File: src/rtl/bcd_seg_driver.sv
`timescale 1ns/1ps
`default_nettype none
// ============================================================================
// Module   : bcd_seg_driver
// Purpose  : Binary-to-BCD (double-dabble) converter + 4-digit 7-seg digit mux
// Revision : 1.0
// ============================================================================
module bcd_seg_driver #(
  parameter int WIDTH    = 14,
  parameter bit BLANK_LZ = 1'b1
) (
  input  logic             clk,
  input  logic             rst_n,
  input  logic [WIDTH-1:0] value,
  input  logic             load,
  input  logic [3:0]       sel,
  output logic             busy,
  output logic             ovf,
  output logic [3:0]       an,
  output logic [6:0]       seg
);

  typedef enum logic [1:0] {
    ST_IDLE   = 2'd0,
    ST_SHIFT  = 2'd1,
    ST_COMMIT = 2'd2
  } state_t;

  localparam logic [WIDTH-1:0] C_MAX_VAL = WIDTH'(9999);
  localparam logic [3:0]       C_LAST_IT = 4'd13;

  state_t      state_q, state_d;
  logic [3:0]  cnt_q, cnt_d;
  logic [13:0] shreg_q, shreg_d;
  logic [15:0] scratch_q, scratch_d;
  logic        pend_q, pend_d;
  logic [15:0] digits_q, digits_d;
  logic        ovf_q, ovf_d;
  logic [3:0]  an_q, an_d;
  logic [6:0]  seg_q, seg_d;

  logic [15:0] scratch_adj;
  logic [3:0]  cur_digit;
  logic        cur_valid;
  logic        cur_blank;
  logic        blank3, blank2, blank1;

  function automatic logic [3:0] add3(input logic [3:0] n);
    return (n >= 4'd5) ? n + 4'd3 : n;
  endfunction

  function automatic logic [6:0] seg_code(input logic [3:0] d);
    case (d)
      4'd0:    seg_code = 7'b1000000;
      4'd1:    seg_code = 7'b1111001;
      4'd2:    seg_code = 7'b0100100;
      4'd3:    seg_code = 7'b0110000;
      4'd4:    seg_code = 7'b0011001;
      4'd5:    seg_code = 7'b0010010;
      4'd6:    seg_code = 7'b0000010;
      4'd7:    seg_code = 7'b1111000;
      4'd8:    seg_code = 7'b0000000;
      4'd9:    seg_code = 7'b0010000;
      default: seg_code = 7'b1111111;
    endcase
  endfunction

  // Conversion FSM and datapath
  always_comb begin
    state_d   = state_q;
    cnt_d     = cnt_q;
    shreg_d   = shreg_q;
    scratch_d = scratch_q;
    pend_d    = pend_q;
    digits_d  = digits_q;
    ovf_d     = ovf_q;

    scratch_adj = {add3(scratch_q[15:12]), add3(scratch_q[11:8]),
                   add3(scratch_q[7:4]),   add3(scratch_q[3:0])};

    case (state_q)
      ST_IDLE: begin
        if (load) begin
          pend_d    = (value > C_MAX_VAL);
          shreg_d   = (value > C_MAX_VAL) ? 14'd9999 : value[13:0];
          scratch_d = 16'd0;
          cnt_d     = 4'd0;
          state_d   = ST_SHIFT;
        end
      end
      ST_SHIFT: begin
        scratch_d = {scratch_adj[14:0], shreg_q[13]};
        shreg_d   = {shreg_q[12:0], 1'b0};
        cnt_d     = cnt_q + 4'd1;
        if (cnt_q == C_LAST_IT) begin
          state_d = ST_COMMIT;
        end
      end
      ST_COMMIT: begin
        digits_d = scratch_q;
        ovf_d    = pend_q;
        state_d  = ST_IDLE;
      end
      default: state_d = ST_IDLE;
    endcase
  end

  // Digit mux with leading-zero blanking; registered so an/seg move together
  always_comb begin
    blank3 = BLANK_LZ && (digits_q[15:12] == 4'd0);
    blank2 = blank3 && (digits_q[11:8] == 4'd0);
    blank1 = blank2 && (digits_q[7:4] == 4'd0);

    cur_digit = 4'd0;
    cur_valid = 1'b1;
    cur_blank = 1'b0;
    case (sel)
      4'b0001: cur_digit = digits_q[3:0];
      4'b0010: begin cur_digit = digits_q[7:4];   cur_blank = blank1; end
      4'b0100: begin cur_digit = digits_q[11:8];  cur_blank = blank2; end
      4'b1000: begin cur_digit = digits_q[15:12]; cur_blank = blank3; end
      default: cur_valid = 1'b0;
    endcase

    an_d  = cur_valid ? ~sel : 4'b1111;
    seg_d = (cur_valid && !cur_blank) ? seg_code(cur_digit) : 7'b1111111;
  end

  always_ff @(posedge clk or negedge rst_n) begin
    if (!rst_n) begin
      state_q   <= ST_IDLE;
      cnt_q     <= 4'd0;
      shreg_q   <= 14'd0;
      scratch_q <= 16'd0;
      pend_q    <= 1'b0;
      digits_q  <= 16'd0;
      ovf_q     <= 1'b0;
      an_q      <= 4'b1111;
      seg_q     <= 7'b1111111;
    end else begin
      state_q   <= state_d;
      cnt_q     <= cnt_d;
      shreg_q   <= shreg_d;
      scratch_q <= scratch_d;
      pend_q    <= pend_d;
      digits_q  <= digits_d;
      ovf_q     <= ovf_d;
      an_q      <= an_d;
      seg_q     <= seg_d;
    end
  end

  assign busy = (state_q != ST_IDLE);
  assign ovf  = ovf_q;
  assign an   = an_q;
  assign seg  = seg_q;

endmodule
`default_nettype wire

File: config.mk
export PLATFORM = sky130hd
export DESIGN_NAME = bcd_seg_driver
export DESIGN_NICKNAME = d
export VERILOG_FILES = /design/src/rtl/bcd_seg_driver.sv
export SDC_FILE = /design/constraint.sdc
export NUM_CORES = 1
export LEC_CHECK = 0
export ABC_AREA = 1
export ABC_CLOCK_PERIOD_IN_PS = 2990
export CELL_PAD_IN_SITES_DETAIL_PLACEMENT = 1
export CELL_PAD_IN_SITES_GLOBAL_PLACEMENT = 1
export CORE_ASPECT_RATIO = 2
export CORE_UTILIZATION = 45
export DETAILED_ROUTE_END_ITERATION = 12
export PLACE_DENSITY_LB_ADDON = 0.1
export SLEW_MARGIN = 10
export SYNTH_ARGS = -nofsm -noshare
export SYNTH_HDL_FRONTEND = slang
export SYNTH_SLANG_ARGS = --single-unit
File: constraint.sdc
create_clock -name clk -period 2.99 [get_ports clk]
set_input_delay 0.4485 -clock clk [delete_from_list [all_inputs] [get_ports clk]]
set_output_delay 0.4485 -clock clk [all_outputs]
set_load 0.1 [all_outputs]
; ---- Word-level counts from Yosys, hierarchy flattened
; Memories as Yosys holds them, arrays and structs flattened.
; Index checks and enable logic that the tools add are counted.
[op_classes]
muxes = 19
order_cmp = 5
add_sub_neg = 5
eq_ne = 9
reduce_logical = 14
n_bitwise = 1
[ops]
columns = cell, n
row1 = $pmux W16 S2, 1
row2 = $mux W14, 2
row3 = $pmux W14 S2, 1
row4 = $mux W4, 5
row5 = $ge A4 B3 Y1 const B, 4
row6 = $mux W16, 1
row7 = $pmux W4 S4, 1
row8 = $gt A14 B14 Y1 const B, 1
row9 = $add A4 B2 Y4 const B, 3
row10 = $logic_not A4 Y1, 3
row11 = $eq A4 B4 Y1 const B, 2
row12 = $pmux W4 S2, 1
row13 = $mux W7, 1
row14 = $reduce_and A2 Y1, 3
row15 = $add A4 B1 Y4 const B, 1
row16 = $eq A4 B1 Y1 const B, 1
row17 = $eq A4 B2 Y1 const B, 1
row18 = $eq A4 B3 Y1 const B, 1
row19 = $mux W2, 2
row20 = $ne A2 B2 Y1 const B, 2
row21 = $not A4 Y4, 1
row22 = $pmux W2 S2, 1
row23 = $reduce_bool A2 Y1, 2
row24 = $reduce_or A4 Y1, 1
row25 = 9 further kinds, 11
[totals]
n_memories = 1
out_inout_bits = 13
mem_bits_ro = 112
ff_bits = 65
[mem_list]
columns = memory, words, word_bits, read_ports, rd_ports_with_merged_regs, wr, line
row1 = (no name shown), 16, 7, 1, 0, 0, 53  ; case (d)

; ---- Logic depth before layout (Yosys ltp)
; Gate-level depths: netlist of the first run.
[depth]
word_depth = 7
mapped_depth = 12
mapped_depth_nobuf = 12

; ---- Least setup slack after synthesis of the first run
; OpenSTA, ideal clock, no wires.
[synth_path]
kind = input to register
from = input port sel[2]
to = register seg_q[3], in the netlist seg[3]
setup_time_ns = 0.083
setup_slack_ns = 1.348
cell_stages = 10
required_ns = 2.907
arrival_time_ns = 1.559
path_cell_list = nor2_2 > nand3_1 > nand2_1 > inv_1 > nand2_2 > inv_1 > ha_1 > o21bai_1 > nand3_1 > nand2_1
[synth_between]
elab_chain_cells = 5
word_cells_on_any_way = 12
classes_between = 4 x eq/ne / 4 x mux / 3 x reduce/logical / 1 x memory
[synth_lines]
columns = item, line
row1 = start: declaration, 16  ; input logic [3:0] sel,
row2 = "parallel branches: the longest is 4 deep, another holds $mem_v2 Z16 W7", --
row3 = $mux W7 *, 126  ; seg_d = (cur_valid && !cur_blank) ? seg_code(cur_digit) : 7'b1111111;
row4 = named net seg_d[3], 40  ; logic [6:0] seg_q, seg_d;
row5 = end signal: assignment, 149  ; seg_q <= seg_d;
row6 = end: declaration, 40
; Mark *: on every way through the listed nets, which the timed path passes.
; A chain may end at the register's enable or synchronous reset.

; ---- Worst setup path after layout of the first run
[layout_path]
from = input port sel[3]
to = register seg_q[3], in the netlist seg[3]
; The elaborated chain is that of the path after synthesis.

==> results of run 1 <==
-- timing repair --
action | CTS | global route
endpoints found under the hold margin | 4 | 0
hold buffers | 1 | 0
endpoints found under the setup margin | 0 | 0
-- kinds of logic (layout without fill, tap and decap cells) --
group,count (synthesis),count (layout)
AND/OR/NAND/NOR,176,176
AO/OA/AOI/OAI,83,83
flip-flops,65,65
buffers and inverters,48,91
adder cells (fa/ha/maj),15,15
XOR/XNOR,3,3
multiplexers,2,2
-- power by group through the flow --
stage               clock (mW)  combinational, mW  sequential, mW
floorplan                    0               1.18            1.54
global placement             0               1.59            1.47
detailed placement           0               1.66            1.49
CTS                       1.01               1.71            1.48
global route              1.04               1.89            1.53
finish                   0.988               1.67            1.49
-- metrics by stage --
stage	util	cell area [µm²]	cells
global route	0.559	4070	527
detailed placement	0.519	3770	510
finish	0.559	4070	527
floorplan	-	3390	392
CTS	0.559	4070	527
global placement	0.519	3770	510
-- worst max-delay path, stage by stage --
cell	delay, ns
clkdlybuf4s50_1	0.53
inv_1	0.09
nor2_1	0.26
nand3_1	0.12
nand2_1	0.09
inv_1	0.05
nand2_2	0.08
inv_1	0.08
ha_1	0.28
o21bai_1	0.18
nand3_1	0.09
nand2_1	0.06
-- flip-flops by register name, indices dropped and copies added (netlist names) --
register   cells
an             4
cnt_q          4
digits_q      16
ovf            1
pend_q         1
scratch_q     16
seg            7
shreg_q       14
state_q        2
-- cell type report --
type / instances / share of cell area
Multi-Input combinational cell: 279 / 0.380
Clock buffer: 13 / 0.0665
Sequential cell: 65 / 0.404
Tap cell: 92 / 0.0283
Inverter: 39 / 0.0366
Timing Repair Buffer: 36 / 0.0813
Clock inverter: 3 / 0.00369
-- routing by layer --
| layer | routed length (µm) | part of all wire | vias to the layer above | global-route usage |
|---|---|---|---|---|
| met3 | 177 | 0.021 | 24 | 0.0440 |
| met1 | 3090 | 0.36 | 1404 | 0.242 |
| met2 | 4940 | 0.58 | 57 | 0.452 |
| met5 | 0 | 0 | - | 0 |
| li1 | - | - | 1358 | - |
| met4 | 308 | 0.036 | 0 | 0.123 |
-- placed cells by master, fill, tap and decap left out, drive strengths merged --
master         instances
dfrtp                 54
clkbuf                13
clkdlybuf4s50         19
o21a                   1
mux2                   1
a21oi                 16
nand2                106
xor2                   3
o21ai                 47
o22ai                  5
o211ai                 5
clkinv                 3
buf                   16
a22oi                  4
ha                    15
and2                   1
nor2                  30
dfstp                 11
or2                    4
o21bai                 4
o221ai                 1
dlygate4sd3            1
nand3                 34
inv                   39
nand4                  1
mux2i                  1
-- worst paths after layout --
kind / start / to / slack, ns / depth (start not counted)
worst max-delay path: sel[3] / seg[3]$_DFF_PN1_ / 0.88 / 12
worst min-delay path: cnt_q[3]$_DFFE_PN0P_ / cnt_q[3]$_DFFE_PN0P_ / 0.48 / 1
worst max register to register: state_q[0]$_DFFE_PN0P_ / ovf$_DFFE_PN0N_ / 1.26 / 3
worst min register to register: cnt_q[3]$_DFFE_PN0P_ / cnt_q[3]$_DFFE_PN0P_ / 0.48 / 1
max in group asynchronous: rst_n / seg[0]$_DFF_PN1_ / 1.86 / 3
min in group asynchronous: rst_n / scratch_q[15]$_DFFE_PN0P_ / 0.50 / 2
==> flow_summary.toml, run 1 <==
[place]
dp_hpwl_mm = 6.04
dp_slack_ns = 0.589
numPortBuffers = 33
gp_congestion = 0.802

[setup_path]
start_kind = "primary input"
endpoint_kind = "flop"
crit_arrival_ns = 2.36
cp.required_ns = 3.24
worstPathMaxFanout = 4
worstSetupPathType = "in -> reg"

[clocking]
cts_buffers = 9
cts_resized = 0
worstSkewPairLatency_ns = 0.33
root_buffer = "clkbuf_16"
cts.path.max_buffers = 2
clk_pin_slew_ns = 0.05
cts_tree = "yes"
postCtsSetupRepairBufs = 0
h-tree-depth = 3
cts.sinks = 65

[power_and_ir_drop]
p_comb_frac = 0.403
internal_power_mw = 2.43
p_sw_mw = 1.72
seqPwrFrac = 0.358
power_leakage_nw = 1.94
p_sw_frac = 0.415
p_clk_frac = 0.238
ir_drop_uv = 520
power.density_nw_per_um2 = 1020
p_total_mw = 4.14

[sta]
fin_setup_tns_ns = 0
skew_ns = 0.00786
fin_crit_ns = 2.11
setup_viol = 0
min_period_over_period = 0.704
worst_slack_ns = 0.884
hold_violations = 0
slew_headroom = 0.386
worstMarginPinSlew_ns = 0.919
holdWs_ns = 0.480
rsz0062_at_grt = "no"
slew_violations = 0
fmax_mhz = 475

[finish]
seq_area_um2 = 1640
num-fill-cells = 879
diodes = 0
multi_input_area_um2 = 1550
area_delta_synth_final_pct = 19.9
nets = 466
drive_gt1_frac = 0.179

[yosys]
synthAdderAreaFrac = 0.0554
yosys-mux-area-fraction = 0.00627
synth-simple-area-share = 0.247
yosysTopAreaCell = "dfrtp_1"
synthArstFlopShare = 1.00
synth_compound_area_frac = 0.139
synth_commonest_cells = "nand2_1, dfrtp_1, o21ai_0"
synthesis.instances = 392
synth_area_um2 = 3390
ys_ff_latch = 65
synth_nets = 428
avgSynthCellArea_um2 = 8.65
synth_area_leaders = "dfrtp_1, nand2_1, dfstp_2, ha_1, o21ai_0"
synth_xor_area_frac = 0.00775
ys_seq_area_frac = 0.484
synth_top_family_by_area = "simple AND/OR/NAND/NOR gates"
post-synth-top-count-cell = "nand2_1"
ys.flop_type = "dfrtp_1"
yosysWarnings = 0
synth_edf_count = 0
synth_top_area_frac = 0.399
ys_types = 36

[drt]
drc = 0
avgViaCountPerCell = 5.39
drt_iter0_markers = 93
routed_wl_mm = 8.51
wl_per_cell_um = 16.1
via_count = 2843
drtPass1Iterations = 5
ant_nets = 0

[global_route]
grt_max_degree = 58
grt_usage = 0.241
antenna_found_initial = 0
grt_overflow_total = 0
grt_pass1_wl_mm = 14.7
grt_pass1_vias = 3163

[floorplan]
num_rows = 44
io_pins = 34
die_x_um = 63.4
dieHeight_um = 125
core_area_um2 = 7270
dieArea_um2 = 7910
start_util = 0.467

[flow_run]
cap_violations = 0

[min_path]
hp-class = "reg -> reg"

[status]
status = "complete, no violations"
Note: power is estimated with default switching activity, not from simulation.
==> run 2: changes to the inputs <==
ABC_CLOCK_PERIOD_IN_PS = 1850   (was 2990)
CORE_UTILIZATION = 39   (was 45)
clock period = 1.85 ns   (was 2.99 ns; I/O delays follow)
==> flow_summary.toml, run 2 (synthesized netlist as in run 1, its figures left out) <==
[setup_path]
cpPeakStageDelay_ns = 0.41
worstPathMaxFanout = 5
slowest_stage = "dfrtp_1"
path_depth = 7
crit_buf_inv = 1
worstSetupPathType = "reg -> reg"
start_kind = "flop"
crit_family = "simple AND/OR/NAND/NOR gates"
reg2reg_depth = 7
crit_arrival_ns = 1.75
cp.required_ns = 2.06
cp_cell_sequence = "inv_1 -> ha_1 -> or2_2 -> nand2_1 -> a21oi_1 -> o21ai_0 -> o21ai_1"
endpoint_kind = "flop"

[global_route]
grt_pass1_vias = 3171
grt_overflow_total = 0
antenna_found_initial = 0
grt_usage = 0.211
grt_max_degree = 33
grt_pass1_wl_mm = 14.3

[min_path]
holdPathStages = 4
hp-class = "in -> reg"

[flow_run]
cap_violations = 0

[drt]
ant_nets = 0
drc = 0
drt_iter0_markers = 51
via_count = 2912
wl_per_cell_um = 15.1
drtPass1Iterations = 4
avgViaCountPerCell = 5.21
routed_wl_mm = 8.45

[clocking]
cts_tree = "yes"
cts.path.max_buffers = 2
clk_pin_slew_ns = 0.05
cts_buffers = 9
worstSkewPairLatency_ns = 0.33
root_buffer = "clkbuf_16"
h-tree-depth = 3
cts.sinks = 65
postCtsSetupRepairBufs = 0

[sta]
fin_setup_tns_ns = 0
fmax_mhz = 646
min_period_over_period = 0.836
setup_viol = 0
worstMarginPinSlew_ns = 0.457
slew_violations = 0
worst_slack_ns = 0.303
hold_violations = 0
fin_crit_ns = 1.55
skew_ns = 0.00549
slew_headroom = 0.695
holdWs_ns = 0.422
rsz0062_at_grt = "no"

[place]
gp_congestion = 0.786
dp_slack_ns = -0.356
numPortBuffers = 33
dp_hpwl_mm = 6.50
dp.cells = 542

[power_and_ir_drop]
p_sw_frac = 0.390
p_sw_mw = 2.77
seqPwrFrac = 0.336
ir_drop_uv = 1280
power.density_nw_per_um2 = 1590
power_leakage_nw = 2.19
p_comb_frac = 0.409
internal_power_mw = 4.34
p_clk_frac = 0.255

[finish]
multi_input_area_um2 = 1560
final_cells = 559
seq_area_um2 = 1640
final_common_cell = "nand2_1"
diodes = 0
drive_gt1_frac = 0.228
num-fill-cells = 974
mostFrequentLayoutCells = "nand2_1, dfrtp_1, o21ai_0"
reg_top3 = "digits_q x16, scratch_q x16, shreg_q x14"
area_delta_synth_final_pct = 32.2
nets = 492
final_util = 0.537

[status]
status = "complete, no violations"

[floorplan]
num_rows = 47
die_x_um = 67.9
io_pins = 34
start_util = 0.406
dieHeight_um = 134
dieArea_um2 = 9090
core_area_um2 = 8350
==> run 2: routing by layer <==
metal / vias up / track usage / wire (µm)
met5: - / 0 / 0
met4: 0 / 0.126 / 368
met3: 23 / 0.0272 / 161
met1: 1422 / 0.200 / 2940
li1: 1418 / - / -
met2: 49 / 0.399 / 4970
==> run 2: layout make-up <==
type / instances / area share
Inverter: 39 / 0.0332
Timing Repair Buffer: 62 / 0.156
Clock buffer: 13 / 0.0558
Multi-Input combinational cell: 279 / 0.347
Clock inverter: 3 / 0.0145
Sequential cell: 65 / 0.366
Tap cell: 98 / 0.0274
==> run 2: power groups by stage <==
stage / combinational (mW) / clock [mW] / sequential (mW)
4_1_cts: 2.98 / 1.85 / 2.39
6_report: 2.91 / 1.81 / 2.39
3_3_place_gp: 2.82 / 0 / 2.38
3_5_place_dp: 2.94 / 0 / 2.40
2_1_floorplan: 1.91 / 0 / 2.48
5_1_grt: 3.28 / 1.91 / 2.45
==> run 2: path summary, 6_finish.rpt <==
check / start / to / slack (ns)
max: scratch_q[4]$_DFFE_PN0P_ / scratch_q[6]$_DFFE_PN0P_ / 0.30
min: sel[1] / an[1]$_DFF_PN1_ / 0.42
max reg2reg: scratch_q[4]$_DFFE_PN0P_ / scratch_q[6]$_DFFE_PN0P_ / 0.30
min reg2reg: shreg_q[11]$_DFFE_PN0P_ / shreg_q[11]$_DFFE_PN0P_ / 0.48
max in group asynchronous: rst_n / shreg_q[5]$_DFFE_PN0P_ / 0.74
min in group asynchronous: rst_n / digits_q[15]$_DFFE_PN0N_ / 0.43
==> run 2: through the flow <==
step	power (mW)	area, µm²
4_1_cts	7.22	4460
5_1_grt	7.64	4480
6_report	7.11	4480
3_3_place_gp	5.20	4140
3_5_place_dp	5.34	4140
2_1_floorplan	4.39	3390
==> run 2: worst register-to-register path, cell delays in order, from the launching register on <==
cell	delay [ns]
dfrtp_1	0.41
inv_1	0.10
ha_1	0.21
or2_2	0.31
nand2_1	0.15
a21oi_1	0.08
o21ai_0	0.08
o21ai_1	0.08
==> run 2: repair_timing <==
| item | 4_1_cts | 5_1_grt |
|---|---|---|
| hold buffers | 1 | 0 |
| endpoints found under the setup margin | 1 | 7 |
| endpoints found under the hold margin | 5 | 0 |
| cloned | 0 | 0 |
| resized for setup | 1 | 7 |
==> run 3: changes to the inputs <==
ABC_CLOCK_PERIOD_IN_PS = 1600   (was 1850)
CORE_UTILIZATION = 43   (was 39)
clock period = 1.6 ns   (was 1.85 ns; I/O delays follow)
==> flow_summary.toml, run 3 (synthesized netlist as in run 1, its figures left out) <==
[clocking]
cts.sinks = 65
cts_buffers = 9
worstSkewPairLatency_ns = 0.33
root_buffer = "clkbuf_16"
cts.path.max_buffers = 2
clk_pin_slew_ns = 0.05
h-tree-depth = 3
cts_tree = "yes"

[sta]
holdWs_ns = 0.393
rsz0062_at_grt = "yes"
slew_violations = 0
fin_crit_ns = 1.54
min_period_over_period = 0.964
worstMarginPinSlew_ns = 0.366
hold_violations = 0
fmax_mhz = 648
setup_viol = 0
fin_setup_tns_ns = 0
worst_slack_ns = 0.0572
slew_headroom = 0.756
skew_ns = 0.00487

[place]
dp_slack_ns = -0.566
numPortBuffers = 33
gp_congestion = 0.811
dp_hpwl_mm = 6.42
place_area_um2 = 4140
dp.cells = 538

[finish]
nets = 496
design_area_um2 = 4520
drive_gt1_frac = 0.256
diodes = 0
num-fill-cells = 884
final_cells = 559
final_util = 0.594
area_delta_synth_final_pct = 33.2
mostFrequentLayoutCells = "nand2_1, dfrtp_1, o21ai_0"
final_common_cell = "nand2_1"
reg_top3 = "digits_q x16, scratch_q x16, shreg_q x14"

[setup_path]
start_kind = "flop"
worstPathMaxFanout = 3
reg2reg_depth = 8
crit_arrival_ns = 1.79
cp.required_ns = 1.85
r2r-end = "seg[3]$_DFF_PN1_"
endpoint_kind = "flop"
worstSetupPathType = "reg -> reg"
reg2reg_from = "digits_q[1]$_DFFE_PN0N_"
r2r_setup_slack_ns = 0.06

[drt]
drt_iter0_markers = 89
drc = 0
met1_length_mm = 3.28
via_count = 2954
wl_met2_mm = 5.47
dr_wl_met3_um = 202
routed_wl_mm = 9.20
avgViaCountPerCell = 5.28
wl_per_cell_um = 16.5
drtPass1Iterations = 4
ant_nets = 0
highest-signal-layer = "met4"

[min_path]
holdPathEnd = "an[0]$_DFF_PN1_"
hp-class = "in -> reg"
min-delay-start = "sel[2]"
holdPathStages = 4

[global_route]
grt_usage = 0.248
grt_overflow_total = 0
grt_pass1_wl_mm = 15.3
grt_pass1_vias = 3217
antenna_found_initial = 0
grt_max_degree = 66

[power_and_ir_drop]
power.density_nw_per_um2 = 1860
p_total_mw = 8.41
power_leakage_nw = 2.18
ir_drop_uv = 1200

[floorplan]
die_x_um = 64.8
num_rows = 45
dieHeight_um = 128
start_util = 0.446
dieArea_um2 = 8270
io_pins = 34
core_area_um2 = 7600

[flow_run]
cap_violations = 0

[status]
status = "complete, no violations"
run 3: final cells by class:
type                       count  area [µm²]  area share
clock buffer                  14         274      0.0606
clock inverter                 2        35.0     0.00775
inverter                      39         149      0.0330
multi-input combinational    279        1580       0.351
sequential                    65        1640       0.363
tap                           94         118      0.0260
timing repair buffer          66         718       0.159
run 3: metal layers:
metal / global-route usage / vias up
li1: - / 1420
met1: 0.244 / 1469
met2: 0.477 / 46
met3: 0.0482 / 19
met4: 0.108 / 0
met5: 0 / -
run 3: repair_timing:
item / CTS / global route
buffers inserted: 0 / 4
pin swaps: 1 / 2
endpoints found under the hold margin: 54 / 0
setup endpoints to repair: 7 / 11
hold buffers: 1 / 0
gates resized for setup: 8 / 13
run 3: worst max path at each step:
stage,start,endpoint,slack [ns],cells past startpoint
2_1_floorplan,sel[2],seg[3]$_DFF_PN1_,0.17,10
3_3_place_gp,sel[2],seg[3]$_DFF_PN1_,-0.43,12
3_5_place_dp,sel[3],seg[3]$_DFF_PN1_,-0.57,12
4_1_cts,digits_q[13]$_DFFE_PN0N_,seg[3]$_DFF_PN1_,0.008,8
5_1_grt,sel[0],seg[3]$_DFF_PN1_,-0.04,11
6_report,digits_q[1]$_DFFE_PN0N_,seg[3]$_DFF_PN1_,0.06,8
run 3: critical path, stage by stage, from the launching register on:
cell and delay, ns:
dfrtp_1 0.42, nand3_1 0.10, nand2_2 0.07, nor2_4 0.15, inv_2 0.07, ha_1 0.31
o21bai_2 0.21, nand3_1 0.09, nand2_1 0.06
run 3: report_power, final:
part / switching, mW / total, mW / internal, mW / leakage (nW)
combinational: 2.20 / 3.62 / 1.42 / 1.24
clock: 0.698 / 2.03 / 1.33 / 0.153
sequential: 0.458 / 2.76 / 2.30 / 0.779
